--- config.mk ---
export PLATFORM = sky130hd
export DESIGN_NAME = hazard_scoreboard
export DESIGN_NICKNAME = d
export VERILOG_FILES = /design/src/rtl/hazard_scoreboard_pkg.sv /design/src/rtl/hazard_scoreboard_entry.sv /design/src/rtl/hazard_scoreboard.sv
export SDC_FILE = /design/constraint.sdc
export NUM_CORES = 1
export LEC_CHECK = 0
export BUFFER_PORTS_ARGS = -buffer_cell sky130_fd_sc_hd__clkbuf_2
export CAP_MARGIN = 20
export CORE_AREA = 2 2 173 175
export CTS_BUF_LIST = sky130_fd_sc_hd__clkbuf_16
export DETAILED_ROUTE_END_ITERATION = 7
export DIE_AREA = 0 0 175 177
export PLACE_DENSITY = 0.58
export REMOVE_ABC_BUFFERS = 1
export SLEW_MARGIN = 20
export SYNTH_ARGS = -nofsm -noshare
export SYNTH_HDL_FRONTEND = slang
export SYNTH_HIERARCHICAL = 1
export SYNTH_SLANG_ARGS = --single-unit
--- constraint.sdc ---
create_clock -name clk -period 6.16 [get_ports clk]
set_input_delay 0.308 -clock clk [delete_from_list [all_inputs] [get_ports clk]]
set_output_delay 0.308 -clock clk [all_outputs]
set_load 0.01 [all_outputs]
--- src/rtl/hazard_scoreboard_pkg.sv ---
// Shared decode constants and instruction classes for the ID-stage hazard scoreboard.
package hazard_scoreboard_pkg;

  localparam logic [5:0] OP_SPECIAL = 6'h00;
  localparam logic [5:0] OP_BEQ     = 6'h04;
  localparam logic [5:0] OP_BNE     = 6'h05;
  localparam logic [5:0] OP_LW      = 6'h23;

  localparam logic [5:0] FN_JR      = 6'h08;
  localparam logic [5:0] FN_MFHI    = 6'h10;
  localparam logic [5:0] FN_MFLO    = 6'h12;
  localparam logic [5:0] FN_MULT    = 6'h18;
  localparam logic [5:0] FN_MULTU   = 6'h19;
  localparam logic [5:0] FN_DIV     = 6'h1a;
  localparam logic [5:0] FN_DIVU    = 6'h1b;

  // EARLY consumers resolve in ID and therefore cannot use EX/MEM forwarding.
  typedef enum logic [2:0] {
    CLS_ALU,
    CLS_EARLY,
    CLS_LOAD,
    CLS_MDU,
    CLS_HILO_RD
  } instr_class_e;

  typedef enum logic [1:0] {
    CAUSE_NONE = 2'd0,
    CAUSE_RAW  = 2'd1,
    CAUSE_MDU  = 2'd2,
    CAUSE_HILO = 2'd3
  } hazard_cause_e;

  // Maps an opcode/funct pair onto the scoreboard's instruction class.
  function automatic instr_class_e decode_class(input logic [5:0] opcode,
                                                input logic [5:0] funct);
    instr_class_e cls;
    cls = CLS_ALU;
    case (opcode)
      OP_BEQ, OP_BNE: cls = CLS_EARLY;
      OP_LW:          cls = CLS_LOAD;
      OP_SPECIAL: begin
        case (funct)
          FN_JR:                              cls = CLS_EARLY;
          FN_MULT, FN_MULTU, FN_DIV, FN_DIVU: cls = CLS_MDU;
          FN_MFHI, FN_MFLO:                   cls = CLS_HILO_RD;
          default:                            cls = CLS_ALU;
        endcase
      end
      default: cls = CLS_ALU;
    endcase
    return cls;
  endfunction

endpackage

--- src/rtl/hazard_scoreboard_entry.sv ---
// One countdown cell of the scoreboard: counts down to zero, reloads on issue
// keeping the later of the pending and new completion, and holds while frozen.
module hazard_sb_entry #(
  parameter int CNT_W = 3
) (
  input  logic             clk_i,
  input  logic             rst_i,
  input  logic             freeze_i,
  input  logic             load_i,
  input  logic [CNT_W-1:0] load_val_i,
  output logic [CNT_W-1:0] cnt_o
);

  logic [CNT_W-1:0] cnt_q;
  logic [CNT_W-1:0] cnt_d;
  logic [CNT_W-1:0] dec;

  assign dec   = (cnt_q == '0) ? '0 : cnt_q - CNT_W'(1);
  assign cnt_o = cnt_q;

  // Next count: hold when frozen, otherwise the larger of the decremented value and a new load.
  always_comb begin
    cnt_d = cnt_q;
    if (!freeze_i) begin
      cnt_d = dec;
      if (load_i && (load_val_i > dec)) begin
        cnt_d = load_val_i;
      end
    end
  end

  // Countdown register; reset discards any pending producer.
  always_ff @(posedge clk_i or posedge rst_i) begin
    if (rst_i) begin
      cnt_q <= '0;
    end else begin
      cnt_q <= cnt_d;
    end
  end

endmodule

--- src/rtl/hazard_scoreboard.sv ---
// ID-stage interlock: per-register countdown scoreboard (GPR 1..31 plus HILO)
// deciding stalls, bubble insertion and a saturating stall-cycle counter.
module hazard_scoreboard
  import hazard_scoreboard_pkg::*;
#(
  parameter int FWD_EN  = 1,
  parameter int MDU_LAT = 4,
  parameter int WB_DIST = 3,
  parameter int CNT_W   = 3,
  parameter int PERF_W  = 32
) (
  input  logic              clk,
  input  logic              rst,
  input  logic              id_valid,
  input  logic [5:0]        id_opcode,
  input  logic [5:0]        id_funct,
  input  logic [4:0]        id_rs,
  input  logic [4:0]        id_rt,
  input  logic              id_rs_is_source,
  input  logic              id_rt_is_source,
  input  logic              id_reg_write,
  input  logic [4:0]        id_dst_reg,
  input  logic              id_flush,
  input  logic              pipe_freeze,
  output logic              pc_write,
  output logic              if_id_write_en,
  output logic              id_ex_bubble,
  output logic              hazard_detected,
  output logic [1:0]        hazard_cause,
  output logic [PERF_W-1:0] stall_cycles
);

  // Without forwarding every producer simply waits for write-back.
  localparam logic [CNT_W-1:0] LAT_ALU  = (FWD_EN != 0) ? CNT_W'(1) : CNT_W'(WB_DIST);
  localparam logic [CNT_W-1:0] LAT_LOAD = (FWD_EN != 0) ? CNT_W'(2) : CNT_W'(WB_DIST);
  localparam logic [CNT_W-1:0] LAT_MDU  = (FWD_EN != 0) ? CNT_W'(MDU_LAT + 1) : CNT_W'(WB_DIST);

  instr_class_e     id_class;
  logic             is_early;
  logic             is_load;
  logic             is_mdu;
  logic             is_hilo_rd;
  logic             strict_src;

  logic [CNT_W-1:0] gpr_cnt [32];
  logic [CNT_W-1:0] hilo_cnt;
  logic [CNT_W-1:0] rs_cnt;
  logic [CNT_W-1:0] rt_cnt;

  logic             rs_block;
  logic             rt_block;
  logic             raw_data;
  logic             hilo_busy;
  logic             raw_hilo;
  logic             mdu_busy;
  logic             in_play;
  logic             stall;
  logic             issue;
  logic             gpr_load;
  logic             hilo_load;
  logic [CNT_W-1:0] gpr_lat;
  hazard_cause_e    cause;

  logic [PERF_W-1:0] stall_cycles_q;
  logic [PERF_W-1:0] stall_cycles_d;

  assign id_class   = decode_class(id_opcode, id_funct);
  assign is_early   = (id_class == CLS_EARLY);
  assign is_load    = (id_class == CLS_LOAD);
  assign is_mdu     = (id_class == CLS_MDU);
  assign is_hilo_rd = (id_class == CLS_HILO_RD);

  // Branch/JR operands are needed in ID, so they must wait for a zero count.
  assign strict_src = is_early || (FWD_EN == 0);

  assign rs_cnt = gpr_cnt[id_rs];
  assign rt_cnt = gpr_cnt[id_rt];

  assign rs_block = id_rs_is_source && (id_rs != 5'd0) &&
                    (strict_src ? (rs_cnt != '0) : (rs_cnt > CNT_W'(1)));
  assign rt_block = id_rt_is_source && (id_rt != 5'd0) &&
                    (strict_src ? (rt_cnt != '0) : (rt_cnt > CNT_W'(1)));

  assign raw_data  = rs_block || rt_block;
  assign hilo_busy = (hilo_cnt > CNT_W'(1));
  assign raw_hilo  = is_hilo_rd && hilo_busy;
  assign mdu_busy  = is_mdu && hilo_busy;

  assign in_play = id_valid && !id_flush;
  assign stall   = in_play && (raw_data || raw_hilo || mdu_busy);

  assign issue     = in_play && !stall && !pipe_freeze && (id_reg_write || is_mdu);
  assign gpr_load  = issue && id_reg_write && (id_dst_reg != 5'd0);
  assign hilo_load = issue && is_mdu;
  assign gpr_lat   = is_load ? LAT_LOAD : LAT_ALU;

  // Stall reason, prioritised data RAW, then HILO RAW, then MDU occupancy.
  always_comb begin
    cause = CAUSE_NONE;
    if (stall) begin
      if (raw_data) begin
        cause = CAUSE_RAW;
      end else if (raw_hilo) begin
        cause = CAUSE_HILO;
      end else begin
        cause = CAUSE_MDU;
      end
    end
  end

  assign pc_write        = !stall && !pipe_freeze;
  assign if_id_write_en  = !stall && !pipe_freeze;
  assign id_ex_bubble    = stall && !pipe_freeze;
  assign hazard_detected = stall;
  assign hazard_cause    = cause;
  assign stall_cycles    = stall_cycles_q;

  // Register 0 is hard-wired, so its entry is permanently idle.
  assign gpr_cnt[0] = '0;

  genvar g;
  for (g = 1; g < 32; g++) begin : g_gpr
    hazard_sb_entry #(
      .CNT_W(CNT_W)
    ) u_entry (
      .clk_i     (clk),
      .rst_i     (rst),
      .freeze_i  (pipe_freeze),
      .load_i    (gpr_load && (id_dst_reg == 5'(g))),
      .load_val_i(gpr_lat),
      .cnt_o     (gpr_cnt[g])
    );
  end

  hazard_sb_entry #(
    .CNT_W(CNT_W)
  ) u_hilo (
    .clk_i     (clk),
    .rst_i     (rst),
    .freeze_i  (pipe_freeze),
    .load_i    (hilo_load),
    .load_val_i(LAT_MDU),
    .cnt_o     (hilo_cnt)
  );

  // Next stall count: advance on each bubble, sticking at all-ones.
  always_comb begin
    stall_cycles_d = stall_cycles_q;
    if (id_ex_bubble && (stall_cycles_q != '1)) begin
      stall_cycles_d = stall_cycles_q + PERF_W'(1);
    end
  end

  // Stall-cycle performance counter.
  always_ff @(posedge clk or posedge rst) begin
    if (rst) begin
      stall_cycles_q <= '0;
    end else begin
      stall_cycles_q <= stall_cycles_d;
    end
  end

endmodule

==> results.md <==
* Most used DFF post-synth: dfrtp_1
* Largest net degree at the start of global routing at 96
* Post-synth cell types at 63
* Total power at 4.838 mW
* Total GRT Usage at 21.25%
* Syn avg cell area at 8.171 um2
* Total Die Area at 0.03098 mm2
* Hold Path Class: in -> reg
* Syn Inst Count at 1,412
* GRT Residual Overflow at 0
* Fmax at 0.2699 GHz
* Count of pins over their slew limit at 0
* Avg WL per Cell at 16.23 um
* Seq/Total Area, Yosys at 27.76%
* Dominant cells by area after synthesis: dfrtp_1 (28%), ha_1 (11%), nor2_1 (5.7%)
* Top-count cell post-synth: nor2_1
* Origin of the critical flop-to-flop path: g_gpr[15].u_entry/cnt_o[1]
* First DRT Iteration DRCs at 763
* Kind of critical path: reg -> reg
* TritonRoute pass-1 iters at 5
* Worst slew pin tran at 0.8784 ns
* Initial antenna violation count at 0
* Final setup vio count at 0
* Initial core utilization at 39.45%
* Setup TNS at 0 ns
* Critical path capture point type: flop
* CTS buffer count at 17
* Post-Syn Area at 0.01154 mm2
* Final instance area at 0.01314 mm2
* Async SR Flop Fraction at 100.0%
* Vias in the first global route at 10,190
* Sink Count at 128
* Cell Rows at 63
* Post-route ant nets at 0
* Fin util at 44.94%
* Yosys top cell by area: dfrtp_1
* Bufs on Longest Clock Path at 2
* CP Launch Type: flop
* Clk slew on worst S/H paths at 0.07 ns
* I/O pin cnt at 73
* Placed Area at 0.01255 mm2
* IO buf count at 72
* First-pass GRT wire length at 52,920 um
* Postcts setup bufs at 0
* Post-layout net count at 1,683
* Status: finished clean
* # DRC at 0
* Ratio of cells with drive above 1 in the final layout at 13.49%
* Top post-synthesis cells by count: nor2_1 (176), inv_1 (175), dfrtp_1 (128), o21ai_0 (100), ha_1 (97)
* Via Count at 10,690
* Post-route minimum period at 3.705 ns
* Worst hold start: pipe_freeze
* Number of synthesized flops with an enable pin at 0
* Critical Path RT at 6.51 ns
* Yosys warnings at 6
* Post-DP HPWL at 23,080 um
* Post-synth top area share at 27.76%
* Root buffer cell: clkbuf_16
* Peak supply drop at 0.0002029 V
* Final Hold Fails at 0
* Core Region at 0.02924 mm2
* Setup Skew at 0.01664 ns
* Die Wd at 175 um
* Die Ht at 177 um
* GPL Wtd Cong at 0.8369
* CTS tree: yes
* Cts repair resizes at 0
* Static Leakage at 5.853 nW
* CP Launch Point: g_gpr[15].u_entry/cnt_o[1]
* Worst-Skew Late Latency at 0.43 ns
* Tcrit/Tclk final at 60.14%
* H-tree Lvls at 4
* Area grow syn2layout at 13.91%
* Hold-fix buffers at CTS at 1
* PD cells at 368.1 mW/mm2
* Crit Path Max Fanout at 32
* MaxCap Viol Count at 0
* RSZ-0062 raised after global routing: false
* Rel. slew slack at 41.44%
* WL final at 31,700 um
* Antenna Cells at 0
* Arrival @ worst endpoint at 4.05 ns
* Vias per inst at 5.470
* Flops & latches, synth at 128
==> flip-flops by register name, summed over array words and instances (netlist names) <==
register and cells:
u_hilo/cnt_o 3, stall_cycles 32, g_gpr.u_entry/cnt_o 93
==> path summary, 6_finish.rpt <==
kind	to	slack, ns	cells past startpoint
setup reg to reg	g_gpr[7].u_entry/cnt_o[1]	2.46	12
max in group asynchronous	stall_cycles[30]	4.97	4
hold reg to reg	stall_cycles[26]	0.49	1
setup / recovery	g_gpr[7].u_entry/cnt_o[1]	2.46	12
hold / removal	g_gpr[11].u_entry/cnt_o[1]	0.44	3
min in group asynchronous	stall_cycles[0]	0.51	3
==> layout make-up <==
class / count / area [um2]
clock inverter: 15 / 161.4
tap: 390 / 488.0
multi-input combinational: 1149 / 7782
fill: 2935 / 16100
timing repair buffer: 80 / 425.4
clock buffer: 17 / 425.4
inverter: 175 / 656.9
sequential: 128 / 3203
==> cells in the final DEF, fill, tap and decap left out, types with 17 or more instances in the layout <==
cell type and count:
nand3_1 51, xor2_1 24, clkbuf_16 17, nor2_1 176
clkbuf_2 71, conb_1 67, a31oi_1 37, dfrtp_1 128
nand2_1 87, ha_1 97, or3_1 35, nor3_1 48
nor3b_1 34, inv_1 174, mux4_2 18, a22oi_1 33
o21ai_0 100, o211ai_1 65, a21oi_1 38, nor2b_2 32
or4_1 67, o31ai_2 32
==> logic make-up (layout without fill, tap and decap cells) <==
kind of cell	count (synthesis)	count (layout)	share of synthesized area (%)
buf+inv	200	287	6.897
compound gates	332	332	19.91
fa+ha+maj	97	97	10.52
flops	128	128	27.76
other cells	2	67	0.06509
xor+xnor	31	31	2.353
mux	33	33	5.140
simple gates	589	589	27.35
==> report_power, final <==
part / switching (mW) / total (mW) / internal [mW]
Clock: 0.480 / 1.02 / 0.545
Combinational: 1.14 / 2.14 / 0.995
Sequential: 0.544 / 1.67 / 1.13
==> per-stage QoR <==
stage | setup WS [ns] | hold WS (ns) | cells
2_1_floorplan | 2.406 | 0.06164 | 1452
5_1_grt | 2.151 | 0.4611 | 1954
3_5_place_dp | 2.244 | 0.4418 | 1921
3_3_place_gp | 2.334 | 0.4362 | 1921
4_1_cts | 2.456 | 0.4401 | 1954
6_report | 2.455 | 0.4381 | 1954
==> layer usage <==
metal	part of all wire, %	track usage [%]
met3	5.1	3.222
met5	0	0
met1	47	29.09
met2	45	34.19
met4	2.5	7.535
==> critical path, stage by stage, from the launching register on <==
cell      delay, ns
dfrtp_1        0.45
nor2_1         0.29
a21oi_1        0.14
mux4_2         0.49
a221oi_1       0.36
a211oi_2       0.16
nor2_1         0.21
nand2_1        0.08
buf_4          0.29
nor4_1         0.37
o21ai_0        0.23
or4_1          0.43
o211ai_1       0.10
(Power assumes the default switching activity.)
